===== config.mk =====
export PLATFORM = sky130hd
export DESIGN_NAME = conv_out_stage
export DESIGN_NICKNAME = d
export VERILOG_FILES = /design/src/rtl/conv_pkg.sv /design/src/rtl/conv_out_fifo.sv /design/src/rtl/conv_out_stage.sv
export SDC_FILE = /design/constraint.sdc
export NUM_CORES = 1
export LEC_CHECK = 0
export BUFFER_PORTS_ARGS = -buffer_cell sky130_fd_sc_hd__buf_4
export CAP_MARGIN = 30
export CORE_MARGIN = 4
export CORE_UTILIZATION = 50
export CTS_BUF_LIST = sky130_fd_sc_hd__clkbuf_8
export CTS_CLUSTER_SIZE = 28
export DETAILED_ROUTE_END_ITERATION = 8
export GPL_ROUTABILITY_DRIVEN = 0
export GPL_TIMING_DRIVEN = 0
export PLACE_DENSITY = 0.71
export SLEW_MARGIN = 20
export SYNTH_ARGS = -nofsm -noshare
export SYNTH_HDL_FRONTEND = slang
export SYNTH_HIERARCHICAL = 1
export SYNTH_SLANG_ARGS = --single-unit

===== constraint.sdc =====
create_clock -name clk -period 12.05 [get_ports clk]
set_clock_uncertainty 0.15 [all_clocks]
set_input_delay 0.6025 -clock clk [delete_from_list [all_inputs] [get_ports clk]]
set_output_delay 0.6025 -clock clk [all_outputs]
set_load 0.01 [all_outputs]

===== src/rtl/conv_pkg.sv =====
// Shared definitions for the convolution output stage:
//   conv_state_e - control FSM states
//   sat_shift    - arithmetic shift, optional ReLU and saturation of one accumulator
package conv_pkg;

  typedef enum logic [1:0] {
    ST_IDLE  = 2'd0,
    ST_RUN   = 2'd1,
    ST_DRAIN = 2'd2,
    ST_DONE  = 2'd3
  } conv_state_e;

  // acc is the sign-extended accumulator; result is in the low out_w bits.
  // relu=1 clamps negatives to 0 and saturates to the unsigned out_w range,
  // relu=0 saturates to the signed out_w range.
  function automatic logic [31:0] sat_shift(input logic signed [63:0] acc,
                                            input int unsigned       shift,
                                            input int unsigned       out_w,
                                            input logic              relu);
    logic signed [63:0] v;
    logic signed [63:0] hi;
    logic signed [63:0] lo;
    v = acc >>> shift;
    if (relu) begin
      hi = $signed((64'd1 << out_w) - 64'd1);
      lo = '0;
    end else begin
      hi = $signed((64'd1 << (out_w - 1)) - 64'd1);
      lo = -$signed(64'd1 << (out_w - 1));
    end
    if (v > hi) begin
      v = hi;
    end else if (v < lo) begin
      v = lo;
    end
    return v[31:0];
  endfunction

endpackage


===== src/rtl/conv_out_fifo.sv =====
// Show-ahead FIFO for processed pixels.
//   clk, rst  : clock, synchronous active-high reset
//   i_push    : write i_data (ignored when full unless popping the same cycle)
//   i_pop     : drop head entry (ignored when empty; no bypass of a same-cycle push)
//   o_data    : head entry, valid while ~o_empty
//   o_full    : all DEPTH entries occupied
//   o_empty   : no entries
module conv_out_fifo #(
  parameter int unsigned WIDTH = 8,
  parameter int unsigned DEPTH = 8
) (
  input  logic             clk,
  input  logic             rst,
  input  logic             i_push,
  input  logic [WIDTH-1:0] i_data,
  input  logic             i_pop,
  output logic [WIDTH-1:0] o_data,
  output logic             o_full,
  output logic             o_empty
);

  localparam int unsigned AW = $clog2(DEPTH);

  logic [AW:0]      r_wr;
  logic [AW:0]      r_rd;
  logic [WIDTH-1:0] r_mem [DEPTH];
  logic             w_do_pop;
  logic             w_do_push;

  // Extra pointer MSB distinguishes full from empty.
  assign o_empty   = (r_wr == r_rd);
  assign o_full    = (r_wr[AW] != r_rd[AW]) && (r_wr[AW-1:0] == r_rd[AW-1:0]);
  assign o_data    = r_mem[r_rd[AW-1:0]];
  assign w_do_pop  = i_pop & ~o_empty;
  assign w_do_push = i_push & (~o_full | w_do_pop);

  always_ff @(posedge clk) begin
    if (rst) begin
      r_wr <= '0;
      r_rd <= '0;
      for (int i = 0; i < int'(DEPTH); i++) begin
        r_mem[i] <= '0;
      end
    end else begin
      if (w_do_push) begin
        r_mem[r_wr[AW-1:0]] <= i_data;
        r_wr                <= r_wr + (AW+1)'(1);
      end
      if (w_do_pop) begin
        r_rd <= r_rd + (AW+1)'(1);
      end
    end
  end

endmodule


===== src/rtl/conv_out_stage.sv =====
// Collects per-channel pixel events from a systolic array, arbitrates them
// round-robin, shifts/ReLUs/saturates them and queues them for a ready/valid
// consumer; tracks per-convolution completion.
//   clk, rst                 : clock, synchronous active-high reset
//   start, cfg_relu          : arm a convolution, ReLU mode sampled on start
//   in_valid/in_new/in_last  : per-channel event qualifier, toggle, last flag
//   in_accum                 : per-channel signed accumulators, channel c at [c*ACC_W +: ACC_W]
//   out_data/out_ch/out_last : head pixel, qualified by out_valid, accepted by out_ready
//   conv_done                : every channel's last pixel has been delivered
//   overflow                 : sticky, an event arrived while its channel was still pending
module conv_out_stage
  import conv_pkg::*;
#(
  parameter int unsigned NUM_CH     = 4,
  parameter int unsigned ACC_W      = 16,
  parameter int unsigned OUT_W      = 8,
  parameter int unsigned SHIFT      = 0,
  parameter int unsigned FIFO_DEPTH = 8,
  localparam int unsigned CH_W      = (NUM_CH > 1) ? $clog2(NUM_CH) : 1
) (
  input  logic                    clk,
  input  logic                    rst,
  input  logic                    start,
  input  logic                    cfg_relu,
  input  logic [NUM_CH-1:0]       in_valid,
  input  logic [NUM_CH-1:0]       in_new,
  input  logic [NUM_CH-1:0]       in_last,
  input  logic [NUM_CH*ACC_W-1:0] in_accum,
  output logic [OUT_W-1:0]        out_data,
  output logic [CH_W-1:0]         out_ch,
  output logic                    out_last,
  output logic                    out_valid,
  input  logic                    out_ready,
  output logic                    conv_done,
  output logic                    overflow
);

  localparam int unsigned FW = OUT_W + CH_W + 1;

  conv_state_e              r_state;
  conv_state_e              w_state_next;
  logic [NUM_CH-1:0]        r_prev_new;
  logic [NUM_CH-1:0]        r_pending;
  logic [NUM_CH-1:0]        r_last_seen;
  logic [NUM_CH-1:0]        r_hold_last;
  logic [ACC_W-1:0]         r_hold_val [NUM_CH];
  logic [CH_W-1:0]          r_rr;
  logic                     r_relu;
  logic                     r_overflow;
  logic                     r_conv_done;

  logic                     w_active;
  logic [NUM_CH-1:0]        w_event;
  logic                     w_grant_vld;
  logic [CH_W-1:0]          w_grant_ch;
  logic [NUM_CH-1:0]        w_grant_oh;
  logic signed [ACC_W-1:0]  w_sel_val;
  logic                     w_sel_last;
  logic [OUT_W-1:0]         w_pix;
  logic [FW-1:0]            w_fifo_din;
  logic [FW-1:0]            w_fifo_dout;
  logic                     w_fifo_full;
  logic                     w_fifo_empty;

  // Events are only accepted while a convolution is in flight.
  assign w_active = (r_state == ST_RUN) || (r_state == ST_DRAIN);
  assign w_event  = in_valid & (in_new ^ r_prev_new);

  // Round-robin search starting at r_rr; no grant while the FIFO is full.
  always_comb begin : arb
    int unsigned idx;
    idx         = 0;
    w_grant_vld = 1'b0;
    w_grant_ch  = '0;
    for (int unsigned i = 0; i < NUM_CH; i++) begin
      idx = (32'(r_rr) + i) % NUM_CH;
      if (!w_grant_vld && r_pending[CH_W'(idx)] && !w_fifo_full) begin
        w_grant_vld = 1'b1;
        w_grant_ch  = CH_W'(idx);
      end
    end
  end

  always_comb begin
    w_grant_oh = '0;
    if (w_grant_vld) begin
      w_grant_oh[w_grant_ch] = 1'b1;
    end
  end

  assign w_sel_val  = r_hold_val[w_grant_ch];
  assign w_sel_last = r_hold_last[w_grant_ch];
  assign w_pix      = OUT_W'(sat_shift(64'(w_sel_val), SHIFT, OUT_W, r_relu));
  assign w_fifo_din = {w_sel_last, w_grant_ch, w_pix};

  conv_out_fifo #(
    .WIDTH (FW),
    .DEPTH (FIFO_DEPTH)
  ) u_fifo (
    .clk     (clk),
    .rst     (rst),
    .i_push  (w_grant_vld),
    .i_data  (w_fifo_din),
    .i_pop   (out_ready),
    .o_data  (w_fifo_dout),
    .o_full  (w_fifo_full),
    .o_empty (w_fifo_empty)
  );

  assign {out_last, out_ch, out_data} = w_fifo_dout;
  assign out_valid = ~w_fifo_empty;
  assign conv_done = r_conv_done;
  assign overflow  = r_overflow;

  // Per-channel hold registers; a channel being granted can accept a new
  // event in the same cycle, otherwise a pending channel drops it.
  always_ff @(posedge clk) begin
    if (rst) begin
      r_prev_new  <= '0;
      r_pending   <= '0;
      r_hold_last <= '0;
      r_overflow  <= 1'b0;
      for (int c = 0; c < int'(NUM_CH); c++) begin
        r_hold_val[c] <= '0;
      end
    end else begin
      r_prev_new <= in_new;
      for (int c = 0; c < int'(NUM_CH); c++) begin
        if (w_active && w_event[c]) begin
          if (!r_pending[c] || w_grant_oh[c]) begin
            r_hold_val[c]  <= in_accum[c*ACC_W +: ACC_W];
            r_hold_last[c] <= in_last[c];
            r_pending[c]   <= 1'b1;
          end else begin
            r_overflow <= 1'b1;
          end
        end else if (w_grant_oh[c]) begin
          r_pending[c] <= 1'b0;
        end
      end
    end
  end

  // Control state, round-robin pointer and completion tracking.
  always_ff @(posedge clk) begin
    if (rst) begin
      r_state     <= ST_IDLE;
      r_rr        <= '0;
      r_relu      <= 1'b0;
      r_last_seen <= '0;
      r_conv_done <= 1'b0;
    end else begin
      r_state     <= w_state_next;
      r_conv_done <= (w_state_next == ST_DONE);
      if (start) begin
        r_relu <= cfg_relu;
      end
      if (w_grant_vld) begin
        r_rr <= (w_grant_ch == CH_W'(NUM_CH - 1)) ? '0 : w_grant_ch + CH_W'(1);
      end
      if (start) begin
        r_last_seen <= '0;
      end else begin
        r_last_seen <= r_last_seen | (w_grant_oh & {NUM_CH{w_sel_last}});
      end
    end
  end

  always_comb begin
    w_state_next = r_state;
    case (r_state)
      ST_IDLE:  if (start) w_state_next = ST_RUN;
      ST_RUN: begin
        if (start)             w_state_next = ST_RUN;
        else if (&r_last_seen) w_state_next = ST_DRAIN;
      end
      ST_DRAIN: begin
        if (start)                                w_state_next = ST_RUN;
        else if ((r_pending == '0) && w_fifo_empty) w_state_next = ST_DONE;
      end
      ST_DONE:  if (start) w_state_next = ST_RUN;
      default:  w_state_next = ST_IDLE;
    endcase
  end

endmodule


==> load_flow_metrics.sql <==
INSERT INTO impl_metrics (metric_group, metric, value, unit) VALUES
('timing', 'maxSlewViolCount', '0', ''),
('hold_path', 'hold_sp', 'in_new[0]', ''),
('clock_tree', 'path_clk_slew', '100', 'ps'),
('clock_tree', 'clock_buffer_depth', '2', ''),
('timing', 'slew_headroom', '40.09', '%'),
('synth', 'yosys-top-cells-area', 'edfxtp_1, dfxtp_1, mux4_2', ''),
('routing', 'ant_nets', '0', ''),
('routing', 'drc', '0', ''),
('floorplanning', 'die_y', '142.8', 'um'),
('setup_path', 'worst-r2r-setup-slack', '7400', 'ps'),
('synth', 'synth_top_family_by_area', 'simple AND/OR/NAND/NOR gates', ''),
('timing', 'setup-violations-final', '0', ''),
('setup_path', 'critPathMaxFanout', '13', ''),
('setup_path', 'critical_path_depth', '22', ''),
('clock_tree', 'clockRootBuffer', 'clkbuf_8', ''),
('routing', 'routed_wl', '20.65', 'mm'),
('synth', 'cell_area_after_synthesis', '9079', 'sq um'),
('timing', 'fin_crit_sh', '38.58', '%'),
('clock_tree', 'post-cts-setup-buffers', '0', ''),
('timing', 'rsz0062_at_grt', 'no', ''),
('pwr', 'power_density', '161.5', 'nW/um^2'),
('synth', 'ys_top_cells_by_count', 'edfxtp_1, nor2_1, and2_1', ''),
('routing', 'detail_route.first_pass.iterations', '5', ''),
('grt', 'grtUsageTotal', '21.41', '%'),
('grt', 'gr-total-overflow', '0', ''),
('synth', 'synth.lib_cells_used.distinct', '66', ''),
('setup_path', 'cp_cell_sequence', 'xnor2_1, nand4_4, buf_2, inv_1, a221oi_2, and2_1, buf_6, buf_12, buf_12, mux4_2, inv_1, ha_1, nor2b_1, o21ai_0, nand2b_1, a21oi_1, o21ai_0, o2bb2ai_1, o211ai_1, o221ai_2, nand2_1, nor2_1', ''),
('setup_path', 'path_delay_family', 'compound AO/OA/AOI/OAI gates', ''),
('setup_path', 'cp-start-kind', 'flop', ''),
('routing', 'vias_per_instance', '5.592', ''),
('synth', 'ys_seq_elements', '186', ''),
('run_status', 'status', 'finished, final reports clean', ''),
('synth', 'post_synth_mux_area_share', '13.24', '%'),
('grt', 'antenna_found_initial', '0', ''),
('finish', 'synthToLayoutAreaGrowth', '15.99', '%'),
('grt', 'first_global_vias', '6169', ''),
('hold_path', 'hold_end', 'r_prev_new[0]$_SDFF_PP0_', ''),
('floorplanning', 'io_pins', '95', ''),
('floorplanning', 'die_area', '20380', 'sq um'),
('setup_path', 'r2r_end', 'u_fifo/r_mem[7][7]$_SDFFCE_PN0P_', ''),
('clock_tree', 'clock_sink_count', '186', ''),
('setup_path', 'crit_buf_inv', '6', ''),
('setup_path', 'critPathMaxStageDelay', '540', 'ps'),
('timing', 'tightest_slew', '898.6', 'ps'),
('grt', 'grt_first_pass_wirelength', '32.98', 'mm'),
('synth', 'synthFlopType', 'edfxtp_1', ''),
('synth', 'synth-edff-count', '152', ''),
('clock_tree', 'htree_num_levels', '4', ''),
('clock_tree', 'cts_inserted_buffers', '17', ''),
('hold_path', 'hold-path-cell-count', '2', ''),
('clock_tree', 'tritoncts', 'built', ''),
('timing', 'final_hold_fails', '0', ''),
('synth', 'area_fraction_in_compound_gates_after_synthesis', '5.320', '%'),
('clock_tree', 'hold_fix_buffers_cts', '0', ''),
('setup_path', 'cp-end-kind', 'flop', ''),
('timing', 'fmaxAchievable', '215.1', 'MHz'),
('routing', 'routed-via-count', '5955', ''),
('timing', 'whs', '216.4', 'ps'),
('setup_path', 'setup.worst_path.start', 'u_fifo/r_wr[0]$_SDFFE_PP0P_', ''),
('synth', 'postSynthNetCount', '809', ''),
('pwr', 'vdd_ir_drop_max', '0.09254', 'mV'),
('setup_path', 'cp.arrival', '4710', 'ps'),
('timing', 'period_minus_slack', '4649', 'ps'),
('setup_path', 'required', '12110', 'ps'),
('pwr', 'total_leakage_power', '3.975', 'nW'),
('setup_path', 'r2r-start', 'u_fifo/r_wr[0]$_SDFFE_PP0P_', ''),
('setup_path', 'critPathSlowestCell', 'mux4_2', ''),
('finish', 'final_layout_size_suffix_gt1_share', '25.36', '%'),
('floorplanning', 'die_width', '142.8', 'um'),
('hold_path', 'hold_path_class', 'primary input to flop', ''),
('clock_tree', 'clkLatencyLatePin', '470', 'ps');
==> area by class of cell <==
class,instances,area (sq um),area share (%)
flip-flops and latches,186,5245,49.81
multi-input cells,468,3582,34.02
repair buffers,94,709.4,6.737
well taps,229,286.5,2.721
plain buffers,41,257.7,2.448
clock buffers,17,234.0,2.222
clock inverters,15,158.9,1.509
inverters,15,56.30,0.5347
==> how the worst max path moves through the flow <==
stage	slack (ps)	end
2_1_floorplan	8040	u_fifo/r_mem[0][7]$_SDFFCE_PN0P_
3_3_place_gp	7170	u_fifo/r_mem[0][2]$_SDFFCE_PN0P_
3_5_place_dp	7410	u_fifo/r_mem[3][7]$_SDFFCE_PN0P_
4_1_cts	7380	u_fifo/r_mem[7][7]$_SDFFCE_PN0P_
5_1_grt	7000	u_fifo/r_mem[4][7]$_SDFFCE_PN0P_
6_report	7400	u_fifo/r_mem[7][7]$_SDFFCE_PN0P_
==> cell families after synthesis <==
kind of cell	count (synthesis)
AO/OA/AOI/OAI	64
XOR/XNOR	11
flip-flops	186
multiplexers	74
adder cells (fa/ha/maj)	18
buffers and inverters	56
AND/OR/NAND/NOR	301
==> flip-flops by register name, indices dropped and copies added, names as in the netlist, 2 cells and up, named ones only <==
register and count:
r_hold_val 64, r_prev_new 4, u_fifo/r_mem 88, u_fifo/r_rd 4, r_last_seen 4, r_state 2, r_pending 4, r_hold_last 4
u_fifo/r_wr 4, r_rr 2
==> layout by cell type (no fill, tap or decap), types with 5 or more instances in the layout <==
cell type	count
a21oi_1	14
a31oi_1	6
and2_1	68
buf_2	12
buf_4	95
buf_6	6
clkbuf_1	16
clkbuf_8	18
dfxtp_1	34
edfxtp_1	152
ha_1	18
inv_1	15
mux2_2	12
mux2i_1	28
mux4_1	8
mux4_2	25
nand2_1	58
nand2b_1	13
nand3_1	5
nor2_1	112
nor2b_1	11
nor3_1	9
o21ai_0	9
xor2_1	6
==> power breakdown <==
group | leakage (nW) | internal, mW | switching (mW)
clock | 0.195 | 0.172 | 0.238
combinational | 1.92 | 0.218 | 0.288
sequential | 1.86 | 0.759 | 0.0256
==> stage by stage <==
step	std cells	util, %	setup slack (ps)	cell area [sq um]
after floorplan	710	-	8038	9079
after global placement	1032	56.21	7168	10060
after detailed placement	1033	56.63	7406	10140
after CTS	1065	58.82	7383	10530
after global routing	1065	58.82	6999	10530
final	1065	58.82	7401	10530
==> layer usage <==
metal	GRT usage (%)	up-vias	wire, um
met5	0	-	0
met4	6.953	0	347
met3	4.019	27	1396
met2	35.58	254	10310
met1	28.64	2870	8598
li1	-	2804	-
Power figures use the tool's default switching activity.
